==> src/rtl/rename_free_list_pkg.sv <==
// Shared types and sizing for the rename free-list controller and its FIFO.
package rename_free_list_pkg;

    localparam int unsigned REG_W     = 6;
    localparam int unsigned ARCH_REGS = 32;
    localparam int unsigned PHYS_REGS = 64;
    localparam int unsigned POOL      = PHYS_REGS - ARCH_REGS;
    localparam int unsigned PTR_W     = $clog2(POOL);
    localparam int unsigned CNT_W     = $clog2(POOL + 1);

    typedef logic [REG_W-1:0] phys_reg_t;
    typedef logic [PTR_W-1:0] ptr_t;
    typedef logic [CNT_W-1:0] cnt_t;

    typedef logic [1:0] rename_state_e;
    localparam rename_state_e RUN     = 2'd0;
    localparam rename_state_e SPEC    = 2'd1;
    localparam rename_state_e RECOVER = 2'd2;

    typedef struct packed {
        ptr_t head;
        cnt_t spec_alloc;
    } rename_ckpt_t;

    // Advance a FIFO pointer by 0..2 entries, wrapping modulo POOL.
    function automatic ptr_t ptr_add(input ptr_t p, input logic [1:0] n);
        logic [PTR_W:0] s;
        s = {1'b0, p} + {{(PTR_W-1){1'b0}}, n};
        if (s >= (PTR_W+1)'(POOL)) s = s - (PTR_W+1)'(POOL);
        return s[PTR_W-1:0];
    endfunction

    function automatic logic [1:0] popcount2(input logic [1:0] v);
        return {1'b0, v[0]} + {1'b0, v[1]};
    endfunction

endpackage

==> src/rtl/rename_free_list_ctrl_fifo.sv <==
// Circular buffer of free rename ids: two reads at head, two pushes at tail, head reload for rollback.
module rename_free_fifo
    import rename_free_list_pkg::*;
(
    input  logic                  clk,
    input  logic                  rst_n,
    input  logic [1:0]            pop_cnt,
    input  logic [1:0]            free_valid,
    input  logic [1:0][REG_W-1:0] free_reg,
    input  logic                  load_head,
    input  logic [PTR_W-1:0]      load_val,
    input  logic [CNT_W-1:0]      restore_cnt,
    output logic [1:0][REG_W-1:0] rd_reg,
    output logic [PTR_W-1:0]      head,
    output logic [CNT_W-1:0]      count,
    output logic                  drop_c
);

    phys_reg_t mem_q [POOL];
    phys_reg_t mem_d [POOL];
    ptr_t      head_q, head_d;
    ptr_t      tail_q, tail_d;
    cnt_t      count_q, count_d;
    logic      acc0, acc1;
    cnt_t      cnt_after0;

    // Push acceptance: architectural ids and pushes into a full pool are dropped.
    always_comb begin
        mem_d      = mem_q;
        tail_d     = tail_q;
        acc0       = free_valid[0] && (free_reg[0] >= REG_W'(ARCH_REGS)) && (count_q != CNT_W'(POOL));
        cnt_after0 = count_q + CNT_W'(acc0);
        acc1       = free_valid[1] && (free_reg[1] >= REG_W'(ARCH_REGS)) && (cnt_after0 != CNT_W'(POOL));
        if (acc0) begin
            mem_d[tail_d] = free_reg[0];
            tail_d        = ptr_add(tail_d, 2'd1);
        end
        if (acc1) begin
            mem_d[tail_d] = free_reg[1];
            tail_d        = ptr_add(tail_d, 2'd1);
        end
        head_d  = load_head ? load_val : ptr_add(head_q, pop_cnt);
        count_d = count_q - CNT_W'(pop_cnt) + CNT_W'(acc0) + CNT_W'(acc1)
                + (load_head ? restore_cnt : CNT_W'(0));
        drop_c  = (free_valid[0] && !acc0) || (free_valid[1] && !acc1);
    end

    always_ff @(posedge clk or negedge rst_n) begin
        if (!rst_n) begin
            for (int k = 0; k < int'(POOL); k++) mem_q[k] <= REG_W'(ARCH_REGS + k);
            head_q  <= '0;
            tail_q  <= '0;
            count_q <= CNT_W'(POOL);
        end else begin
            mem_q   <= mem_d;
            head_q  <= head_d;
            tail_q  <= tail_d;
            count_q <= count_d;
        end
    end

    assign rd_reg[0] = mem_q[head_q];
    assign rd_reg[1] = mem_q[ptr_add(head_q, 2'd1)];
    assign head      = head_q;
    assign count     = count_q;

endmodule

==> src/rtl/rename_free_list_ctrl.sv <==
// Rename register free-list controller: grants, one-deep speculation checkpoint, error flag.
// Optional statistics counters when RENAME_STATS_EN is defined.
module rename_free_list_ctrl
    import rename_free_list_pkg::*;
(
    input  logic                  clk,
    input  logic                  rst_n,
    input  logic [1:0]            alloc_req,
    output logic [1:0]            alloc_gnt,
    output logic [1:0][REG_W-1:0] alloc_reg,
    output logic                  stall,
    input  logic [1:0]            free_valid,
    input  logic [1:0][REG_W-1:0] free_reg,
    input  logic                  spec_begin,
    input  logic                  spec_slot,
    input  logic                  spec_commit,
    input  logic                  spec_clear,
    output logic                  spec_busy,
    output logic [CNT_W-1:0]      free_count,
`ifdef RENAME_STATS_EN
    output logic [31:0]           stat_stall_cycles,
    output logic [31:0]           stat_allocs,
    output logic [15:0]           stat_rollbacks,
`endif
    output logic                  error
);

    rename_state_e         state_q, state_d;
    rename_ckpt_t          ckpt_q, ckpt_d;
    logic                  error_q, error_d;
    logic [1:0][REG_W-1:0] rd_reg;
    ptr_t                  head;
    cnt_t                  count;
    logic                  drop_c;
    logic                  load_head;
    logic [1:0]            n_req, n_gnt, pre_cnt, post_cnt;
    logic                  grant_ok;

    rename_free_fifo u_fifo (
        .clk         (clk),
        .rst_n       (rst_n),
        .pop_cnt     (n_gnt),
        .free_valid  (free_valid),
        .free_reg    (free_reg),
        .load_head   (load_head),
        .load_val    (ckpt_q.head),
        .restore_cnt (ckpt_q.spec_alloc),
        .rd_reg      (rd_reg),
        .head        (head),
        .count       (count),
        .drop_c      (drop_c)
    );

    // All-or-nothing grant; the lowest requesting slot takes the head entry.
    always_comb begin
        n_req     = popcount2(alloc_req);
        grant_ok  = (state_q != RECOVER) && !spec_clear && (count >= CNT_W'(n_req));
        alloc_gnt = grant_ok ? alloc_req : 2'b00;
        n_gnt     = popcount2(alloc_gnt);
        alloc_reg = '0;
        if (alloc_gnt[0]) alloc_reg[0] = rd_reg[0];
        if (alloc_gnt[1]) alloc_reg[1] = alloc_gnt[0] ? rd_reg[1] : rd_reg[0];
        stall     = (|alloc_req) && !(|alloc_gnt);
        pre_cnt   = spec_slot ? n_gnt : {1'b0, alloc_gnt[0]};
        post_cnt  = spec_slot ? 2'd0  : {1'b0, alloc_gnt[1]};
    end

    // Checkpoint FSM; rollback is a head reload plus a count restore inside the FIFO.
    always_comb begin
        state_d   = state_q;
        ckpt_d    = ckpt_q;
        error_d   = error_q | drop_c;
        load_head = 1'b0;
        case (state_q)
            RUN: begin
                if (spec_begin) begin
                    state_d           = SPEC;
                    ckpt_d.head       = ptr_add(head, pre_cnt);
                    ckpt_d.spec_alloc = CNT_W'(post_cnt);
                end
            end
            SPEC: begin
                if (spec_clear) begin
                    state_d   = RECOVER;
                    load_head = 1'b1;
                    if (spec_begin && !spec_commit) error_d = 1'b1;
                end else if (spec_commit) begin
                    if (spec_begin) begin
                        ckpt_d.head       = ptr_add(head, pre_cnt);
                        ckpt_d.spec_alloc = CNT_W'(post_cnt);
                    end else begin
                        state_d = RUN;
                    end
                end else begin
                    ckpt_d.spec_alloc = ckpt_q.spec_alloc + CNT_W'(n_gnt);
                    if (spec_begin) error_d = 1'b1;
                end
            end
            RECOVER: begin
                state_d = RUN;
                if (spec_begin) error_d = 1'b1;
            end
            default: state_d = RUN;
        endcase
    end

    always_ff @(posedge clk or negedge rst_n) begin
        if (!rst_n) begin
            state_q <= RUN;
            ckpt_q  <= '0;
            error_q <= 1'b0;
        end else begin
            state_q <= state_d;
            ckpt_q  <= ckpt_d;
            error_q <= error_d;
        end
    end

    assign spec_busy  = (state_q != RUN);
    assign free_count = count;
    assign error      = error_q;

`ifdef RENAME_STATS_EN
    logic [31:0] stall_cyc_q, stall_cyc_d;
    logic [31:0] allocs_q, allocs_d;
    logic [15:0] rollbacks_q, rollbacks_d;

    // Saturating event counters.
    always_comb begin
        stall_cyc_d = stall_cyc_q;
        allocs_d    = allocs_q;
        rollbacks_d = rollbacks_q;
        if (stall && (stall_cyc_q != 32'hFFFF_FFFF)) stall_cyc_d = stall_cyc_q + 32'd1;
        if (allocs_q > (32'hFFFF_FFFF - 32'(n_gnt))) allocs_d = 32'hFFFF_FFFF;
        else                                         allocs_d = allocs_q + 32'(n_gnt);
        if (load_head && (rollbacks_q != 16'hFFFF)) rollbacks_d = rollbacks_q + 16'd1;
    end

    always_ff @(posedge clk or negedge rst_n) begin
        if (!rst_n) begin
            stall_cyc_q <= '0;
            allocs_q    <= '0;
            rollbacks_q <= '0;
        end else begin
            stall_cyc_q <= stall_cyc_d;
            allocs_q    <= allocs_d;
            rollbacks_q <= rollbacks_d;
        end
    end

    assign stat_stall_cycles = stall_cyc_q;
    assign stat_allocs       = allocs_q;
    assign stat_rollbacks    = rollbacks_q;
`endif

endmodule

==> config.mk <==
export PLATFORM = sky130hd
export DESIGN_NAME = rename_free_list_ctrl
export DESIGN_NICKNAME = d
export VERILOG_FILES = /design/src/rtl/rename_free_list_pkg.sv /design/src/rtl/rename_free_list_ctrl_fifo.sv /design/src/rtl/rename_free_list_ctrl.sv
export SDC_FILE = /design/constraint.sdc
export NUM_CORES = 1
export LEC_CHECK = 0
export CAP_MARGIN = 40
export CORE_AREA = 5 5 199 201
export CTS_CLUSTER_DIAMETER = 80
export DETAILED_ROUTE_END_ITERATION = 16
export DIE_AREA = 0 0 204 206
export PLACE_DENSITY = 0.66
export SETUP_SLACK_MARGIN = 0.3
export SLEW_MARGIN = 20
export SYNTH_ARGS = -nofsm -noshare
export SYNTH_HDL_FRONTEND = slang
export SYNTH_SLANG_ARGS = --single-unit
==> constraint.sdc <==
create_clock -name clk -period 5.59 [get_ports clk]
set_clock_uncertainty 0.05 [all_clocks]
set_input_delay 1.118 -clock clk [delete_from_list [all_inputs] [get_ports clk]]
set_output_delay 1.118 -clock clk [all_outputs]
set_load 0.03 [all_outputs]
# [Word-level counts from Yosys, hierarchy flattened]
# Cells that the tools add are included.
[op_classes] magnitude_cmp=14 eq_ne=10 div=0 mux=46 add_sub_neg=18 n_reduce_logical=26 bitwise=5 n_mul=0 shift=0
[op_table] cell="bitwise mux 192 bit" count=2
[op_table] cell="2-to-1 mux 192 bit" count=2
[op_table] cell=">= comparator 6 bit (second input constant)" count=11
[op_table] cell="2-to-1 mux 6 bit" count=11
[op_table] cell="binary-select mux 6 bit (select 5 bit)" count=2
[op_table] cell="demux 6 bit (select 5 bit)" count=2
[op_table] cell="2-to-1 mux 5 bit" count=9
[op_table] cell="subtractor 5 x 1 -> 5 bit (second input constant)" count=5
[op_table] cell="inverter 5 -> 6 bit" count=4
[op_table] cell="2-to-1 mux 11 bit" count=2
[op_table] cell="one-hot mux 11 bit (2 select lines)" count=1
[op_table] cell="adder 5 x 1 -> 6 bit (second input constant)" count=3
[op_table] cell="adder 6 x 1 -> 6 bit" count=3
[op_table] cell="adder 5 x 2 -> 6 bit" count=2
[op_table] cell="logical AND 1 bit" count=12
[op_table] cell="less-than comparator 6 x 1 -> 1 bit (second input constant)" count=2
[op_table] cell="2-to-1 mux 2 bit" count=6
[op_table] cell="inequality test 6 bit (second input constant)" count=2
[op_table] cell="inequality test 2 bit (second input constant)" count=4
[op_table] cell="2-to-1 mux 1 bit" count=7
[op_table] cell="adder 6 x 2 -> 6 bit" count=1
[op_table] cell="adder 6 bit" count=1
[op_table] cell=">= comparator 6 x 2 -> 1 bit" count=1
[op_table] cell="inequality test 3 bit (second input constant)" count=2
[op_table] cell="14 further kinds" count=22
[word_totals] output_inout_bits=23 elab_cells=158 ff_bits=222 rom_bits=0 ram_bits=0 latchBits=0 mem_count=0 in_bits=22

# [Longest topological paths before layout]
[logic_depth] depth_word=14 depth_mapped=20

# [Cells and area by module]
# Synthesis repeated with hierarchy kept, for this count alone.
[hier_totals] cells_unflattened=1164 hier_area_um2=15392.3
[by_module_without_submodules] module="rename_free_fifo" area_per_inst_um2=14178.6 n_inst=1 cells_per_inst=1024 seq_area_each_um2=5346.4
[by_module_without_submodules] module="rename_free_list_ctrl" area_per_inst_um2=1213.7 n_inst=1 cells_per_inst=140 seq_area_each_um2=350.3

# [Worst setup path after synthesis]
# No wires, ideal clock.
[synth_path] kind="input port to flip-flop" start="input alloc_req[0]" end="register u_fifo.count_q[5] (netlist: u_fifo.count[5])" arrival_ns=5.098 required_time_ns=5.465 slack_ns=0.367 path_buffers=1 stages=19 setup_ns=0.075 cell_sequence="clkbuf_1 -> inv_1 -> ha_1 -> ha_1 -> nand2b_1 -> a2111oi_0 -> nor3_1 -> nand2_1 -> inv_1 -> ha_1 -> inv_1 -> fa_1 -> ha_1 -> ha_1 -> a21o_1 -> a21oi_1 -> o21bai_1 -> a21oi_1 -> xnor2_1"
[synth_via] elab_chain_len=9
[synth_rtl] item="from (decl)" line="rename_free_list_ctrl.sv:8" source="input logic [1:0] alloc_req,"
[synth_rtl] item="adder 1 x 1 -> 2 bit" line="rename_free_list_pkg.sv:34" source="return {1'b0, v[0]} + {1'b0, v[1]};"
[synth_rtl] item=">= comparator 6 x 2 -> 1 bit" line="rename_free_list_ctrl.sv:57" source="grant_ok = (state_q != RECOVER) && !spec_clear && (count >= CNT_W'(n_req));"
[synth_rtl] item="logical AND 1 bit" line="rename_free_list_ctrl.sv:57"
[synth_rtl] item="2-to-1 mux 2 bit *" line="rename_free_list_ctrl.sv:58" source="alloc_gnt = grant_ok ? alloc_req : 2'b00;"
[synth_rtl] item="net alloc_gnt[0]" line="rename_free_list_ctrl.sv:9" source="output logic [1:0] alloc_gnt,"
[synth_rtl] item="adder 1 x 1 -> 2 bit *" line="rename_free_list_pkg.sv:34"
[synth_rtl] item="subtractor 6 x 2 -> 6 bit *" line="rename_free_list_ctrl_fifo.sv:43" source="count_d = count_q - CNT_W'(pop_cnt) + CNT_W'(acc0) + CNT_W'(acc1)"
[synth_rtl] item="adder 6 x 1 -> 6 bit * (2 in a row)" line="rename_free_list_ctrl_fifo.sv:43"
[synth_rtl] item="adder 6 bit *" line="rename_free_list_ctrl_fifo.sv:44" source="+ (load_head ? restore_cnt : CNT_W'(0));"
[synth_rtl] item="net u_fifo.count_d[5]" line="rename_free_list_ctrl_fifo.sv:23" source="cnt_t count_q, count_d;"
[synth_rtl] item="to (signal assigned)" line="rename_free_list_ctrl_fifo.sv:53" source="count_q <= CNT_W'(POOL);"
[synth_rtl] item="to (signal assigned)" line="rename_free_list_ctrl_fifo.sv:58" source="count_q <= count_d;"
[synth_rtl] item="to (decl)" line="rename_free_list_ctrl_fifo.sv:23"
# The timed path passes the listed nets; every way through them passes the cells marked *.
# A chain may end at the register's enable or synchronous reset.

==> run summary <==
DR pass1 iterations = 7
Post-DP HPWL = 30200 um
Initial antenna violation count = 1
Gr usage total = 21.00%
Fin crit period = 4.979 ns
First-pass GRT wire length = 69220 um
Crit-path max FO = 16
Largest stage delay on the critical path = 0.83 ns
Via Count = 11840
Root buf cell = clkbuf_16
Longest Clk Path Bufs = 3
Post-synth EDFFs = 0
Worst-path clk slew = 0.06 ns
DR vias/cell = 6.018
Hold Buf Count CTS = 0
Mapped Cells = 1441
# clock sinks = 222
Design area = 0.01672 sq mm
Drt wl/cell = 22.99 um
Nets = 1502
Total power draw = 10.82 mW
Synth Register Bits = 222
IO Pins = 45
Peak Freq = 200.8 MHz
Worst slack, placed = 0.1006 ns
WL final = 45220 um
Part of the Yosys area used for sequential elements = 38.32%
Maximum level of the CTS H-tree = 1
Switch Pwr = 4.493 mW
WP data arrival = 3.81 ns
Worst slew pin tran = 0.9604 ns
Initial Util = 39.75%
Final worst slack = 0.6111 ns
Grt ovf = 0
Die H = 206 um
LEAKAGE = 7.704 nW
Area added between synthesis and finish = 12.48%
Core Util, Final = 44.71%
RSZ-0062 raised after global routing = no
Internal power = 6.323 mW
PostCTS Resize Cnt = 0
Largest net degree at the start of global routing = 127
Vias in the first global route = 11390
Most frequent cells in the layout = mux2i_1 (217), nor2_1 (158), a21oi_1 (146)
Area post-placement = 0.01584 sq mm
Period utilization = 89.07%
Cell Chain, Critical Path = inv_1 -> nor3_1 -> a22oi_1 -> nand4_1 -> nor2_1 -> nor3_1 -> buf_12
Share of layout cells above drive strength 1 = 22.39%
RD Place Congestion = 0.9520
Syn_nets = 1508
Synth unique cells = 61
Number of setup buffers added after CTS = 0
Crit-path most repeated cell = nor3_1
Worst slew margin = 35.97%
Flop-to-flop setup slack = 1.15 ns
Final setup fails = 0
Sw Share = 41.54%
Setup crit end kind = primary output
Routed Antenna Nets = 0
N_diodes = 0
WHS = 0.4375 ns
Placed cells = 1913
Syn_area_per_cell = 10.32 sq um
CP required = 4.42 ns
Most common cell after layout, fill and taps aside = mux2i_1
Combinational share of power = 52.9%
Clock power frac = 15.9%
Yosys warnings = 0
Row count = 71
Core footprint = 0.03740 sq mm
CTS tree = built
Clk_lat worst skew = 0.56 ns
Max-cap violations = 0
Worst setup path category = register to primary output
Die area = 0.04202 sq mm
Die width = 204 um
Total Neg Setup Slack = 0 ns
Prevailing post-synth register cell = dfstp_2
Drt initial violations = 1383
Async SR Flop Fraction = 100.0%
Final instance count without filler cells = 1967
Status = completed
Mapped Area = 0.01487 sq mm
Worst setup SP type = register
Total CTS buffers = 27
Pins Over Slew Limit = 0
Min-delay worst type = register to register
IO Port Bufs = 44
Final hold viol count = 0
DR DRC count = 0
Worst IR Drop VDD = 0.0004821 V
PwrDens = 646.9 mW/mm^2
Worst path slowest cell = dfrtp_1
Seq pwr share = 31.1%
-- logic make-up (layout without fill, tap and decap cells) --
family	after synthesis	count (layout)	synth area share, %
muxes	317	317	27.51
and+or+nand+nor	385	385	12.42
AOI/OAI and AO/OA	285	285	11.66
buffers and inverters	164	179	4.587
DFF	222	222	38.32
xor gates and xnor gates	23	23	1.406
adders and majority gates	45	45	4.091
-- routing by layer --
| layer | vias to the layer above | wire, um | share of wire (%) | GRT usage, % |
|---|---|---|---|---|
| li1 | 5262 | - | - | - |
| met1 | 5915 | 18800 | 42 | 28.72 |
| met2 | 552 | 21540 | 48 | 34.18 |
| met3 | 106 | 3333 | 7.4 | 3.327 |
| met4 | 2 | 1536 | 3.4 | 7.346 |
| met5 | - | 13 | 0.029 | 0 |
-- synthesized netlist by cell type, types with 16 or more instances --
cell type | count | share of area, %
clkbuf_1 | 67 | 1.7
mux2_2 | 29 | 2.2
nor2_1 | 158 | 4.0
ha_1 | 39 | 3.3
mux2i_1 | 217 | 15
a22oi_1 | 30 | 1.5
nand3_1 | 42 | 1.4
mux4_2 | 70 | 11
xnor2_1 | 17 | 1.0
nand4_1 | 22 | 0.93
buf_2 | 41 | 1.4
nand3b_1 | 26 | 1.3
dfrtp_1 | 109 | 18
nand2_1 | 75 | 1.9
dfstp_2 | 113 | 20
o21ai_1 | 35 | 1.2
nor3_1 | 16 | 0.54
a21oi_1 | 147 | 4.9
inv_1 | 43 | 1.1
-- worst max-delay path: cells and delay by family, from the launching register on --
| kind | cells | cell delay, ns |
|---|---|---|
| AOI/OAI and AO/OA | 1 | 0.36 |
| DFF | 1 | 0.83 |
| and+or+nand+nor | 4 | 1.51 |
| buffers and inverters | 2 | 0.54 |
-- layout make-up --
cell class	instances	area, sq um
fillers	3486	20680
multi-input cells	1055	8518
flip-flops and latches	222	5700
repair buffers	86	849.6
clock buffers	41	778.2
well taps	511	639.4
inverters	43	161.4
clock inverters	9	73.82
-- state kept, by name (all words and copies together), names as in the netlist --
signal / count
u_fifo.mem_q: 192
ckpt_q: 11
u_fifo.tail_q: 5
u_fifo.count: 6
state_q: 2
u_fifo.head: 5
error: 1
-- worst paths after layout --
kind	start	depth (start not counted)	endpoint
max	u_fifo.head[2]	7	alloc_reg[11]
min reg2reg	ckpt_q[8]	2	ckpt_q[8]
min	ckpt_q[8]	2	ckpt_q[8]
max in group asynchronous	rst_n	2	u_fifo.head[0]
min in group asynchronous	rst_n	1	u_fifo.mem_q[174]
max reg2reg	u_fifo.count[4]	16	u_fifo.count[4]
-- power by group through the flow --
stage / Combinational [mW] / Clock (mW) / Sequential (mW)
floorplan: 4.16 / 0 / 3.09
global placement: 5.51 / 0 / 3.30
detailed placement: 5.64 / 0 / 3.35
CTS: 5.66 / 1.76 / 3.34
global route: 6.10 / 1.83 / 3.45
finish: 5.73 / 1.72 / 3.37
Note: power is estimated with default switching activity, not from simulation.
